[src/rtl/ir_pkg.sv]
// ---------------------------------------------------------------------------
// ir_pkg
//   Shared definitions for the IR line-sensor scan controller:
//     - legacy state codes and the scan FSM state type
//     - reduced timer widths used when FAST_SIM is set
//     - helpers to pick timer widths and to find the next enabled channel
// ---------------------------------------------------------------------------
package ir_pkg;

   localparam int unsigned MAX_CH        = 8;
   localparam int unsigned FAST_PERIOD_W = 14;
   localparam int unsigned FAST_SETTLE_W = 11;

   localparam logic [2:0] ST_IDLE      = 3'd0;
   localparam logic [2:0] ST_WAIT_TMR  = 3'd1;
   localparam logic [2:0] ST_SETTLE    = 3'd2;
   localparam logic [2:0] ST_START_CNV = 3'd3;
   localparam logic [2:0] ST_WAIT_CNV  = 3'd4;
   localparam logic [2:0] ST_DONE      = 3'd5;

   typedef enum logic [2:0] {
      IDLE      = ST_IDLE,
      WAIT_TMR  = ST_WAIT_TMR,
      SETTLE    = ST_SETTLE,
      START_CNV = ST_START_CNV,
      WAIT_CNV  = ST_WAIT_CNV,
      DONE      = ST_DONE
   } ir_state_t;

   function automatic int unsigned pick_w(input int unsigned fast_sim,
                                          input int unsigned norm_w,
                                          input int unsigned fast_w);
      return (fast_sim != 0) ? fast_w : norm_w;
   endfunction

   // Lowest enabled channel at or above 'from'. Bit 3 set means none remains.
   function automatic logic [3:0] next_ch(input logic [MAX_CH-1:0] mask,
                                          input logic [3:0]        from);
      logic [3:0] r;
      r = 4'b1000;
      for (int unsigned i = MAX_CH; i > 0; i--) begin
         if (mask[i-1] && (4'(i-1) >= from)) r = 4'(i-1);
      end
      return r;
   endfunction

endpackage

[src/rtl/A2D_intf.sv]
// ---------------------------------------------------------------------------
// A2D_intf
//   SPI master for the external A2D converter. One conversion is one SS_n
//   frame of RES_W+4 bits, SCLK = clk/8, mode 0 (MOSI changes on SCLK fall,
//   MISO sampled on SCLK rise). The first 4 bits carry {1'b0, chnnl}, the
//   remaining RES_W bits return the sample MSB first.
//
//   clk, rst_n   : clock, asynchronous active-low reset
//   strt_cnv     : one-cycle start request (ignored while a frame runs)
//   chnnl        : channel to convert, captured at strt_cnv
//   cnv_cmplt    : one-cycle pulse when res is valid
//   res          : converted sample
//   SS_n/SCLK/MOSI/MISO : SPI pins
// ---------------------------------------------------------------------------
module A2D_intf #(
   parameter int unsigned RES_W = 12
) (
   input  logic             clk,
   input  logic             rst_n,
   input  logic             strt_cnv,
   input  logic [2:0]       chnnl,
   output logic             cnv_cmplt,
   output logic [RES_W-1:0] res,
   output logic             SS_n,
   output logic             SCLK,
   output logic             MOSI,
   input  logic             MISO
);

   localparam int unsigned FRAME_W = RES_W + 4;
   localparam int unsigned BIT_CW  = $clog2(FRAME_W);

   logic [2:0]         div;
   logic [BIT_CW-1:0]  bit_cnt;
   logic [FRAME_W-1:0] tx;
   logic [RES_W-1:0]   rx;
   logic               last_bit;

   assign last_bit = (bit_cnt == BIT_CW'(FRAME_W-1)) && (div == 3'd7);
   assign SCLK     = div[2];
   assign MOSI     = tx[FRAME_W-1];

   always_ff @(posedge clk or negedge rst_n) begin
      if (!rst_n) begin
         SS_n      <= 1'b1;
         div       <= '0;
         bit_cnt   <= '0;
         tx        <= '0;
         rx        <= '0;
         cnv_cmplt <= 1'b0;
         res       <= '0;
      end else begin
         cnv_cmplt <= 1'b0;
         if (SS_n) begin
            if (strt_cnv) begin
               SS_n    <= 1'b0;
               div     <= '0;
               bit_cnt <= '0;
               tx      <= {1'b0, chnnl, {RES_W{1'b0}}};
            end
         end else begin
            div <= div + 3'd1;
            // The command bits also shift through rx; only the last RES_W
            // bits of the frame survive.
            if (div == 3'd3) rx <= {rx[RES_W-2:0], MISO};
            if (div == 3'd7) begin
               tx      <= {tx[FRAME_W-2:0], 1'b0};
               bit_cnt <= bit_cnt + 1'b1;
            end
            if (last_bit) begin
               SS_n      <= 1'b1;
               cnv_cmplt <= 1'b1;
               res       <= rx;
            end
         end
      end
   end

endmodule

[src/rtl/ir_scan_ctrl.sv]
// ---------------------------------------------------------------------------
// ir_scan_ctrl
//   IR line-sensor scan controller. Enables the IR emitter, waits for it to
//   settle, converts every enabled channel through the A2D, then publishes
//   the samples, the scan maximum and a hysteretic line-present flag.
//
//   clk, rst_n    : clock, asynchronous active-low reset
//   mode_cont     : 1 = free-running scans paced by the period timer
//   trig          : single-shot start pulse (ignored while busy)
//   ch_mask       : per-channel enable, sampled when settling ends
//   thr_hi/thr_lo : line set / clear thresholds
//   IR_en         : emitter enable
//   busy          : scan in progress
//   IR_vld        : one-cycle scan-complete pulse
//   IR_data       : samples, channel k at [k*RES_W +: RES_W]
//   max_val/max_idx : largest sample of the scan and its channel
//   line_present  : hysteretic line flag
//   SS_n/SCLK/MOSI/MISO : A2D SPI pins
// ---------------------------------------------------------------------------
module ir_scan_ctrl
   import ir_pkg::*;
#(
   parameter int unsigned NUM_CH   = 8,
   parameter int unsigned RES_W    = 12,
   parameter int unsigned PERIOD_W = 18,
   parameter int unsigned SETTLE_W = 12,
   parameter int unsigned FAST_SIM = 0
) (
   input  logic                    clk,
   input  logic                    rst_n,
   input  logic                    mode_cont,
   input  logic                    trig,
   input  logic [NUM_CH-1:0]       ch_mask,
   input  logic [RES_W-1:0]        thr_hi,
   input  logic [RES_W-1:0]        thr_lo,
   output logic                    IR_en,
   output logic                    busy,
   output logic                    IR_vld,
   output logic [NUM_CH*RES_W-1:0] IR_data,
   output logic [RES_W-1:0]        max_val,
   output logic [2:0]              max_idx,
   output logic                    line_present,
   output logic                    SS_n,
   output logic                    SCLK,
   output logic                    MOSI,
   input  logic                    MISO
);

   localparam int unsigned PW = pick_w(FAST_SIM, PERIOD_W, FAST_PERIOD_W);
   localparam int unsigned SW = pick_w(FAST_SIM, SETTLE_W, FAST_SETTLE_W);
   localparam int unsigned TW = (PW > SW) ? PW : SW;

   ir_state_t         state;
   logic [TW-1:0]     timer;
   logic [2:0]        ch_ptr;
   logic [MAX_CH-1:0] mask_now;
   logic [MAX_CH-1:0] mask_q;
   logic [RES_W-1:0]  run_max;
   logic [2:0]        run_idx;
   logic              strt_cnv;
   logic              cnv_cmplt;
   logic [RES_W-1:0]  res;
   logic              period_done;
   logic              settle_done;
   logic [3:0]        first_ch;
   logic [3:0]        later_ch;

   always_comb begin
      mask_now             = '0;
      mask_now[NUM_CH-1:0] = ch_mask;
   end

   // One timer serves both waits; each wait looks only at its own width.
   assign period_done = &timer[PW-1:0];
   assign settle_done = &timer[SW-1:0];
   assign first_ch    = next_ch(mask_now, 4'd0);
   assign later_ch    = next_ch(mask_q, {1'b0, ch_ptr} + 4'd1);
   assign strt_cnv    = (state == START_CNV);
   assign IR_en       = state inside {SETTLE, START_CNV, WAIT_CNV};
   assign busy        = !(state inside {IDLE, WAIT_TMR});

   always_ff @(posedge clk or negedge rst_n) begin
      if (!rst_n) begin
         state        <= IDLE;
         timer        <= '0;
         ch_ptr       <= '0;
         mask_q       <= '0;
         run_max      <= '0;
         run_idx      <= '0;
         IR_data      <= '0;
         max_val      <= '0;
         max_idx      <= '0;
         line_present <= 1'b0;
         IR_vld       <= 1'b0;
      end else begin
         IR_vld <= 1'b0;
         case (state)
            IDLE: begin
               if (mode_cont) begin
                  state <= WAIT_TMR;
                  timer <= '0;
               end else if (trig) begin
                  state <= SETTLE;
                  timer <= '0;
               end
            end
            WAIT_TMR: begin
               if (period_done) begin
                  state <= SETTLE;
                  timer <= '0;
               end else begin
                  timer <= timer + 1'b1;
               end
            end
            SETTLE: begin
               if (settle_done) begin
                  timer   <= '0;
                  mask_q  <= mask_now;
                  run_max <= '0;
                  run_idx <= '0;
                  if (first_ch[3]) begin
                     state <= DONE;
                  end else begin
                     ch_ptr <= first_ch[2:0];
                     state  <= START_CNV;
                  end
               end else begin
                  timer <= timer + 1'b1;
               end
            end
            START_CNV: state <= WAIT_CNV;
            WAIT_CNV: begin
               if (cnv_cmplt) begin
                  for (int unsigned k = 0; k < NUM_CH; k++) begin
                     if (ch_ptr == 3'(k)) IR_data[k*RES_W +: RES_W] <= res;
                  end
                  // Strict compare: the lowest channel keeps a tie.
                  if (res > run_max) begin
                     run_max <= res;
                     run_idx <= ch_ptr;
                  end
                  if (later_ch[3]) begin
                     state <= DONE;
                  end else begin
                     ch_ptr <= later_ch[2:0];
                     state  <= START_CNV;
                  end
               end
            end
            DONE: begin
               state   <= IDLE;
               IR_vld  <= 1'b1;
               max_val <= run_max;
               max_idx <= run_idx;
               if (run_max > thr_hi)      line_present <= 1'b1;
               else if (run_max < thr_lo) line_present <= 1'b0;
            end
            default: state <= IDLE;
         endcase
      end
   end

   A2D_intf #(
      .RES_W(RES_W)
   ) u_a2d (
      .clk      (clk),
      .rst_n    (rst_n),
      .strt_cnv (strt_cnv),
      .chnnl    (ch_ptr),
      .cnv_cmplt(cnv_cmplt),
      .res      (res),
      .SS_n     (SS_n),
      .SCLK     (SCLK),
      .MOSI     (MOSI),
      .MISO     (MISO)
   );

endmodule

[config.mk]
export PLATFORM = sky130hd
export DESIGN_NAME = ir_scan_ctrl
export DESIGN_NICKNAME = d
export VERILOG_FILES = /design/src/rtl/ir_pkg.sv /design/src/rtl/A2D_intf.sv /design/src/rtl/ir_scan_ctrl.sv
export SDC_FILE = /design/constraint.sdc
export NUM_CORES = 1
export LEC_CHECK = 0
export ABC_AREA = 1
export BUFFER_PORTS_ARGS = -buffer_cell sky130_fd_sc_hd__buf_2
export CORE_ASPECT_RATIO = 1.75
export CORE_MARGIN = 1
export CORE_UTILIZATION = 50
export CTS_CLUSTER_SIZE = 25
export DETAILED_ROUTE_END_ITERATION = 7
export PLACE_DENSITY = 0.75
export SLEW_MARGIN = 20
export SYNTH_ARGS = -nofsm -noshare
export SYNTH_HDL_FRONTEND = slang
export SYNTH_HIERARCHICAL = 1
export SYNTH_SLANG_ARGS = --single-unit
[constraint.sdc]
create_clock -name clk -period 1.76 [get_ports clk]
set_clock_uncertainty 0.05 [all_clocks]
set_input_delay 0.352 -clock clk [delete_from_list [all_inputs] [get_ports clk]]
set_output_delay 0.352 -clock clk [all_outputs]
set_load 0.05 [all_outputs]
* Word-level counts from Yosys, hierarchy flattened *
Cells that the tools add are included.

storage, ports and cells
  word-level logic and storage cells = 158
  bits in latches = 0
  input bits = 37
  output and inout bits = 118
  memory bits (writable) = 0
  bits in read-only memories = 0
  bits in registers = 209
  memories kept = 0

cells by class
  bitwise operators = 1
  equal/unequal tests = 23
  divide/modulo/power cells = 0
  $add $sub $neg = 4
  reductions and logical operators = 37
  multiplexer cells = 57
  shift-type cells = 0
  order comparisons = 11
  multipliers = 0

operators by type and width
  operator               number
  $mux 4                 19
  $mux 18                4
  $pmux 18 s3            1
  $mux 16                3
  $mux 3                 16
  $mux 12                3
  $gt 12x12->1           2
  $pmux 12 s2            1
  $reduce_and 3->1       8
  $eq 3x3->1 const B     7
  $add 18x1->18 const B  1
  $reduce_and 18->1      1
  $ge 3x4->1 const A     4
  $eq 3x2->1 const B     5
  $pmux 3 s5             1
  $reduce_and 13->1      1
  $lt 12x12->1           1
  $pmux 3 s2             2
  $reduce_and 12->1      1
  $ne 2x2->1 const B     5
  $reduce_and 2->1       5
  $logic_and 1x1->1      9
  $ge 1x4->1 const A     2
  $ge 2x4->1 const A     2
  15 further kinds       29

* Longest topological paths before layout *
Gate-level depths: netlist of run 1.

  word-level depth = 14
  gate-level depth with buffers = 14
  depth with buffers taken out = 14

* Cells and area by module *
The synthesis of run 1 kept the hierarchy.

by module, submodules not included
  module        cells an instance  area each (µm²)  instances  seq. area each (µm²)
  ir_scan_ctrl  910                8,059.0          1          4,003.8
  A2D_intf      171                1,574.0          1          927.1

* Worst setup path after synthesis of run 1 *
OpenSTA, ideal clock, no wires.

  kind = register to register
  from = register ch_ptr[2]
  to = register ch_ptr[0]
  setup time = 0.116 ns
  data required time = 1.594 ns
  clock period less this slack = 1.954 ns
  stages on the path, launching flop included = 11
  slack = -0.194 ns
  buffers on the path = 0
  data arrival time = 1.788 ns
  path through = dfrtp_1 > inv_2 > ha_1 > o211ai_2 > nand2_1 > nor2_2 > nand3_2 > nand2_1 > nor2_1 > nand2_1 > nand2_1

between the ends
  longest elaborated chain between the ends = 14
  elaborated cells on any way between the ends = 30
  classes of those cells = add/sub: 1; order compare: 8; eq/ne: 1; mux: 11; reduce/logical: 9

RTL lines
  element                   RTL line             text
  start: declaration        ir_scan_ctrl.sv:55   logic [2:0] ch_ptr;
  start signal: assignment  ir_scan_ctrl.sv:124  ch_ptr <= first_ch[2:0];
  start signal: assignment  ir_scan_ctrl.sv:145  ch_ptr <= later_ch[2:0];
  $add 3x1->4 (*)           ir_scan_ctrl.sv:77   assign later_ch = next_ch(mask_q, {1'b0, ch_ptr} + 4'd1);
  $ge 3x4->1                ir_pkg.sv:42         if (mask[i-1] && (4'(i-1) >= from)) r = 4'(i-1);
  $logic_and 1x1->1         ir_pkg.sv:42
  $mux 4 (7 in series)      ir_pkg.sv:42
  $mux 4 (*)                ir_pkg.sv:42
  $mux 3                    ir_scan_ctrl.sv:142  if (later_ch[3]) begin
  $mux 3                    ir_scan_ctrl.sv:133  if (cnv_cmplt) begin
  $pmux 3 s2                ir_scan_ctrl.sv:97   case (state)

Mark *: on every way between the ends. The rest lies on a longest branch, timed or not. The select of a mux whose other input is x is not followed.
A chain may end at the register's enable or synchronous reset.

* Final worst setup path of run 1 *
  from = register state[1]
  to = output IR_en

between the ends
  longest elaborated chain between the ends = 2
  elaborated cells on any way between the ends = 4
  classes of those cells = eq/ne: 3; reduce/logical: 1

RTL lines
  element                                   RTL line             text
  start: declaration                        ir_scan_ctrl.sv:53   ir_state_t state;
  start signal: assignment                  ir_scan_ctrl.sv:84   state <= IDLE;
  start signal: assignment                  ir_scan_ctrl.sv:100  state <= WAIT_TMR;
  start signal: assignment                  ir_scan_ctrl.sv:103  state <= SETTLE;
  $eq 3x2->1 or $eq 3x3->1 (tied branches)  ir_scan_ctrl.sv:79   assign IR_en = state inside {SETTLE, START_CNV, WAIT_CNV};
  $reduce_bool 3->1 (*)                     ir_scan_ctrl.sv:79
  end: declaration                          ir_scan_ctrl.sv:36   output logic IR_en,

Mark *: on every way between the ends. The rest lies on a longest branch, timed or not.

==> results of run 1 <==
==> power groups by stage <==
| stage | sequential (uW) | clock [uW] | combinational [uW] |
|---|---|---|---|
| after floorplan | 4940 | 0 | 1630 |
| after global placement | 4840 | 0 | 2650 |
| after detailed placement | 4850 | 0 | 2680 |
| after CTS | 4780 | 4020 | 3170 |
| after global routing | 4800 | 4190 | 4010 |
| final | 4790 | 3970 | 3740 |
==> final timing paths <==
| path | cells past startpoint | slack [ns] | to |
|---|---|---|---|
| min in group asynchronous | 2 | 0.38 | u_a2d/tx[13] |
| setup reg to reg | 13 | -0.16 | run_max[6] |
| setup / recovery | 6 | -0.21 | IR_en |
| hold reg to reg | 2 | 0.42 | max_idx[0] |
| hold / removal | 3 | 0.12 | u_a2d/rx[0] |
| max in group asynchronous | 3 | 0.66 | run_max[6] |
==> logic make-up (layout without fill, tap and decap cells) <==
group                      count (synthesis)  count (layout)  share of synthesized area
xor gates and xnor gates                  15              15                    0.01364
adders and majority gates                 47              47                    0.06105
buffers and inverters                    136             405                    0.06585
and+or+nand+nor                          520             522                     0.2416
AOI/OAI and AO/OA                        163             163                     0.1025
muxes                                      3               3                   0.003507
DFF                                      197             197                     0.5119
==> per-layer routing <==
metal,global-route usage,share of wire,vias to the layer above
li1,-,-,4012
met1,0.2734,0.36,4006
met2,0.4939,0.55,298
met3,0.03992,0.049,64
met4,0.1490,0.039,0
met5,0,0,-
==> registers in the layout, indices dropped and copies added, names as in the netlist, 3 cells and up <==
register	count
u_a2d/div	3
ch_ptr	3
IR_data	96
state	3
u_a2d/res	12
max_idx	3
run_max	12
u_a2d/bit_cnt	4
mask_q	8
u_a2d/tx	4
u_a2d/rx	12
max_val	12
timer	18
run_idx	3
==> critical path, delay by kind of cell (launching register included) <==
kind	cells	cell delay (ns)
and+or+nand+nor	3	0.36
buffers and inverters	3	0.36
DFF	1	0.41
==> cells in the final DEF, fill, tap and decap left out, types with 28 or more instances in the layout <==
master / netlist / layout
dfrtp_1: 196 / 191
nand3_1: 51 / 36
nand2_1: 291 / 265
buf_2: 12 / 150
nand2_2: 7 / 28
o21ai_0: 42 / 39
buf_4: 5 / 92
a21oi_1: 58 / 57
nor2_1: 118 / 114
inv_1: 84 / 70
==> layout make-up <==
class	instances	area [sq um]	area share
sequential	197	4937	0.3875
multi-input combinational	750	4648	0.3648
timing repair buffer	268	1839	0.1444
clock buffer	18	429.2	0.03368
inverter	105	406.6	0.03192
tap	238	297.8	0.02337
clock inverter	14	182.7	0.01434
==> timing repair <==
action                                  CTS  global route
endpoints found under the setup margin   35           132
resized for setup                        52            78
hold buffers                              1             0
pin swaps                                22            47
hold endpoints to repair                 45             0
setup buffers                             9            15
gates cloned                              1             1
==> stage by stage <==
stage / utilization / TNS [ns]
after global routing: 0.6797 / -9.736
after CTS: 0.6519 / -1.374
after detailed placement: 0.6020 / -2.202
final: 0.6797 / -2.132
after floorplan: - / 0
after global placement: 0.6020 / -0.8774
==> results.md, run 1 <==
* Slowest stage delay, CP at 0.41 ns
* Worst hold path type: primary input to register
* Place WS at -0.1078 ns
* Worst setup path category: register to output port
* Status: complete, but fails checks
* Slew HR at 0.6598
* Cts bufs inserted at 17
* H-tree levels at 4
* Pleak at 0.006625 uW
* Setup crit start: state[1]
* Maximum clock frequency at 507.0 MHz
* Setup ws final at -0.2123 ns
* Full die area at 0.01985 sq mm
* Cell-by-cell trace of the critical path: buf_6 -> inv_2 -> nor3_4 -> nor2_1 -> nand2_1 -> buf_6
* Dominant cell type by area after synthesis: dfrtp_1
* Worst slew pin tran at 0.5072 ns
* Flop pwr share at 0.383
* Layout cells sized above 1 at 0.3432
* Period Utilization, post-route at 1.121
* Vias at 8380
* Drt wl/cell at 16.29 microns
* Pint at 8184 uW
* Seq cells post-synth at 197
* Routed WL at 25910 microns
* Largest net degree at the start of global routing at 57
* Row count at 66
* Final Hold Viols at 0
* Peak VDD IR at 0.7674 mV
* GP Congestion at 0.9188
* Setup-failing EPs final at 33
* CP Data Required Time at 1.36 ns
* Syn Inst Count at 1081
* CTS tree: done
* Vias per cell at 5.270
* Initial drt markers at 462
* First-pass GRT wire length at 39900 microns
* Slowest CP cell: dfrtp_1
* CP Max Fanout at 4
* Syn_nets at 1165
* Crit-path most repeated cell: buf_6
* Clk network pwr share at 0.317
* DRT antenna net count at 0
* Final min period at 1.972 ns
* Die height at 185.6 microns
* Non-Filler Instances at 1590
* Max-cap check violation count at 0
* Antenna diodes at 0
* Min-delay src: MISO
* CP arrival at 1.57 ns
* Initial antenna violation count at 0
* Seq/Total Area, Yosys at 0.5119
* Crit path capture type: output port
* Hold WS at 0.1168 ns
* Sink Count at 197
* Clock root buffer: clkbuf_16
* Dpl hpwl at 18030 microns
* Clock slew at reported path FFs at 0.08 ns
* Leading cell type by number of instances after synthesis: nand2_1
* Vias in the first global route at 8254
* Number of buffers added on ports at 154
* Synthesized area per cell at 8.911 sq um
* FF-to-FF Start: run_max[1]
* DRC at 0
* P&R area growth vs syn at 32.26%
* Cell area after synthesis at 0.009633 sq mm
* YS warnings at 6
* Combinational share of power at 0.299
* Commonest cells post-synth: nand2_1 (291), dfrtp_1 (196), nor2_1 (118), inv_1 (84), a21oi_1 (58)
* Core Region at 0.01875 sq mm
* Sw Pwr at 4307 uW
* Pwr Total at 12490 uW
* Top cell type's share of synthesized area at 0.5092
* Max Root-Sink Buffers at 2
* Post-synth cell types at 43
* Final Max Tran Viols at 0
* DIE WIDTH at 106.9 microns
* GRT overflow at 0
* Synth top area cells: dfrtp_1 (51%), nand2_1 (11%), ha_1 (6.1%), nor2_1 (4.6%), inv_1 (3.3%)
* Post-synth ARST share at 1.000
* Post-layout nets at 1423
* Placed insts at 1532
* Placed Area at 0.01128 sq mm
* Number of synthesized flops with an enable pin at 0
* Startpoint types: register
* Drt pass-1 iters at 5
* Initial Util at 0.5139
* I/O Pins at 155
* Total GRT Usage at 0.2626
* Dominant synthesized flop cell: dfrtp_1
* Switching Share at 0.3448
* Failing checks: negative setup slack
* Cell area power density at 980.4 mW/mm^2
* Fin area at 0.01274 sq mm
* Worst skew pair latency at 0.44 ns
* # fillers at 1347
* RSZ-0062 raised after global routing: true
Power figures use the tool's default switching activity.
==> inputs of run 2 (changes only) <==
Settings changed: ABC_AREA 1 to not set.
==> run 2 against run 1 <==
The run still ends with negative setup slack left. Sequential share of layout area shrank 0.21 points. Maximum frequency shrank 14%. Combinational power shrank 21%. Critical path depth grew 3. Register-to-register slack lost 0.36 ns. Setup slack lost 0.31 ns.
==> results.md, run 2 <==
* Status: complete, but fails checks
* Failing checks: negative setup slack
* Seq/Total Area, Yosys at 0.5356 (+0.02372)
* Full die area at 0.01898 sq mm (-4.4%)
* Worst slew pin tran at 0.4775 ns (-0.02969 ns)
* Cell area power density at 908.2 mW/mm^2 (-7.4%)
* CP Max Fanout at 5 (+1)
* Syn_nets at 846 (-27%)
* Post-layout nets at 1152 (-19%)
* FF-to-FF Start: ch_ptr[1]
* Worst skew pair latency at 0.44 ns (about the same)
* Max-cap check violation count at 0 (unchanged)
* Synthesized area per cell at 12.08 sq um (+36%)
* Vias per cell at 5.458 (+3.6%)
* Combinational share of power at 0.254 (-0.045)
* DIE WIDTH at 104.6 microns (-2.2%)
* Pleak at 0.006810 uW (+2.8%)
* CP arrival at 2.54 ns (+0.97 ns)
* Pint at 7908 uW (-3.4%)
* Initial antenna violation count at 0 (unchanged)
* Commonest cells post-synth: dfrtp_1 (196), mux2_2 (121), nand2_1 (69), inv_1 (49), ha_1 (47)
* Die height at 181.5 microns (-2.2%)
* GP Congestion at 0.8738 (-4.9%)
* CTS tree: done
* Number of buffers added on ports at 154 (unchanged)
* H-tree levels at 4 (unchanged)
* Syn Inst Count at 762 (-30%)
* Core Region at 0.01805 sq mm (-3.7%)
* Dominant synthesized flop cell: dfrtp_1
* RSZ-0062 raised after global routing: true
* Initial drt markers at 326 (-29%)
* Routed WL at 25170 microns (-2.8%)
* Initial Util at 0.5099 (-0.003973)
* Fin area at 0.01282 sq mm (+0.61%)
* # fillers at 1259 (-6.5%)
* Synth top area cells: dfrtp_1 (53%), mux2_2 (15%), ha_1 (6.4%), nand2_1 (2.8%), o21ai_0 (2.2%)
* Reg2reg path depth at 9 (-4)
* Biggest register: IR_data
* Vias in the first global route at 7555 (-8.5%)
* Worst reg2reg setup slack at -0.52 ns (-0.36 ns)
* Sink Count at 197 (unchanged)
* Drt wl/cell at 19.14 microns (+17%)
* Post-synth cell types at 65 (+51%)
* Worst setup path category: register to register
* I/O Pins at 155 (unchanged)
* Dpl hpwl at 17720 microns (-1.7%)
* YS warnings at 6 (unchanged)
* Placed Area at 0.01140 sq mm (+1.1%)
* Flip-flop and latch area at 0.004941 sq mm (about the same)
* DRT antenna net count at 0 (unchanged)
* GRT overflow at 0 (unchanged)
* Clk network pwr share at 0.338 (+0.021)
* Final min period at 2.282 ns (+0.3101 ns)
* Top flop regs: IR_data: 96 flops, timer: 18 flops
* Top cell type's share of synthesized area at 0.5328 (+0.02360)
* Layout cells sized above 1 at 0.5227 (+0.1795)
* First-pass GRT wire length at 38720 microns (-3.0%)
* Multi-input logic area at 0.004566 sq mm (-1.8%)
* Largest net degree at the start of global routing at 51 (-11%)
* Crit path capture type: register
* Leading cell type by number of instances after synthesis: dfrtp_1
* Number of synthesized flops with an enable pin at 0 (unchanged)
* Cts bufs inserted at 17 (unchanged)
* Final Max Tran Viols at 0 (unchanged)
* Sw Pwr at 3734 uW (-13%)
* Setup-failing EPs final at 42 (+27%)
* Largest register FFs at 96 (unchanged)
* Seq cells post-synth at 197 (unchanged)
* Post-route setup TNS at -8.593 ns (-6.461 ns)
* Total GRT Usage at 0.2649 (+0.002278)
* Clock root buffer: clkbuf_16
* Final Hold Viols at 0 (unchanged)
* Dominant cell type by area after synthesis: dfrtp_1
* Period Utilization, post-route at 1.297 (+0.1762)
* Worst hold path type: primary input to register
* Hold Path End: u_a2d/rx[0]
* Flop pwr share at 0.408 (+0.025)
* Vias at 7177 (-14%)
* Drt pass-1 iters at 5 (unchanged)
* Max Root-Sink Buffers at 2 (unchanged)
* Row count at 65 (-1.5%)
* Cell area after synthesis at 0.009206 sq mm (-4.4%)
* Min-delay src: MISO
* Switching Share at 0.3207 (-0.02412)
* Peak VDD IR at 1.232 mV (+61%)
* Antenna diodes at 0 (unchanged)
* Commonest non-fill, non-tap cell in the layout: dfrtp_1
* Slew HR at 0.6776 (+0.01784)
* RR Endpoint: ch_ptr[2]
* Most frequent cells in the layout: dfrtp_1 (188), buf_2 (150), buf_4 (121)
* Maximum clock frequency at 438.1 MHz (-14%)
* Setup ws final at -0.5225 ns (-0.3101 ns)
* Pwr Total at 11640 uW (-6.8%)
* P&R area growth vs syn at 39.24%
* Clock slew at reported path FFs at 0.08 ns (about the same)
* CP Data Required Time at 2.02 ns (+0.66 ns)
* DRC at 0 (unchanged)
* Post-synth ARST share at 1.000 (unchanged)
* Hold path depth at 2 (-1)
* Startpoint types: register
run 2: changes by cell type after synthesis, sizes merged, moves of 8 or more:
cell	previous run	this run
nor2	134	29
clkinv	12	0
a21oi	80	26
nand3	58	20
o21a	26	2
clkbuf	3	11
buf	28	14
inv	93	49
nand2	300	70
mux2	3	129
mux2i	0	17
o21ai	49	40
run 2: routing by layer:
metal  vias up  wire length, microns  global-route usage
met1      3598                  9169              0.2794
li1       3319                     -                   -
met2       194                 14210              0.4983
met5         -                     0                   0
met4         0                  1020              0.1397
met3        66                   773             0.04271
run 2: final cells by class:
cell class                      count  area share
Timing Repair Buffer              310      0.1741
Sequential cell                   197      0.3855
Multi-Input combinational cell    493      0.3562
Tap cell                          234     0.02284
Clock buffer                       17     0.03319
Clock inverter                     15     0.01367
Inverter                           49     0.01454
run 2: repair_timing:
| action | 4_1_cts | 5_1_grt |
|---|---|---|
| setup endpoints to repair | 109 | 146 |
| gates cloned | 3 | 3 |
| buffers inserted | 6 | 21 |
| resized for setup | 45 | 85 |
| hold buffers | 1 | 0 |
| hold endpoints to repair | 26 | 0 |
| pin swaps | 13 | 33 |
run 2: logic make-up (layout without fill, tap and decap cells):
| family | count (synthesis) | in the layout | synth area share |
|---|---|---|---|
| buffers and inverters | 74 | 391 | 0.03507 |
| AOI/OAI and AO/OA | 114 | 114 | 0.08005 |
| adders and majority gates | 47 | 47 | 0.06388 |
| muxes | 146 | 146 | 0.1795 |
| DFF | 197 | 197 | 0.5356 |
| xor gates and xnor gates | 11 | 11 | 0.01046 |
| and+or+nand+nor | 173 | 175 | 0.09541 |
run 2: worst max-delay path by stage:
stage / from / to / slack, ns
finish: ch_ptr[1] / ch_ptr[2] / -0.52
global route: ch_ptr[1] / ch_ptr[2] / -0.61
CTS: ch_ptr[1] / ch_ptr[1] / -0.48
detailed placement: ch_ptr[1] / ch_ptr[1] / -0.48
global placement: ch_ptr[1] / ch_ptr[0] / -0.47
floorplan: ch_ptr[1] / ch_ptr[0] / -0.46
run 2: worst max-delay path, stage by stage, from the launching register on:
cell and delay, ns:
dfrtp_2 0.44, ha_4 0.18, ha_4 0.23, o21ai_1 0.07, nand3_1 0.11, or3_4 0.40
a211oi_4 0.28, a221oi_4 0.12, buf_4 0.16, mux2i_1 0.11
run 2: through the flow:
stage	util	hold WS (ns)	cells	setup WS, ns
floorplan	-	0.006409	762	-0.4606
CTS	0.6797	0.1199	1293	-0.4786
global placement	0.6317	0.2230	1252	-0.4702
global route	0.7100	0.1294	1315	-0.6097
detailed placement	0.6317	0.2262	1252	-0.4843
finish	0.7100	0.1313	1315	-0.5225
run 2: power by group through the flow:
| stage | clock, uW | combinational [uW] | sequential (uW) |
|---|---|---|---|
| 2_1_floorplan | 0 | 1150 | 4780 |
| 4_1_cts | 3990 | 2330 | 4720 |
| 6_report | 3930 | 2960 | 4750 |
| 3_5_place_dp | 0 | 1980 | 4810 |
| 3_3_place_gp | 0 | 1950 | 4810 |
| 5_1_grt | 4150 | 3170 | 4760 |
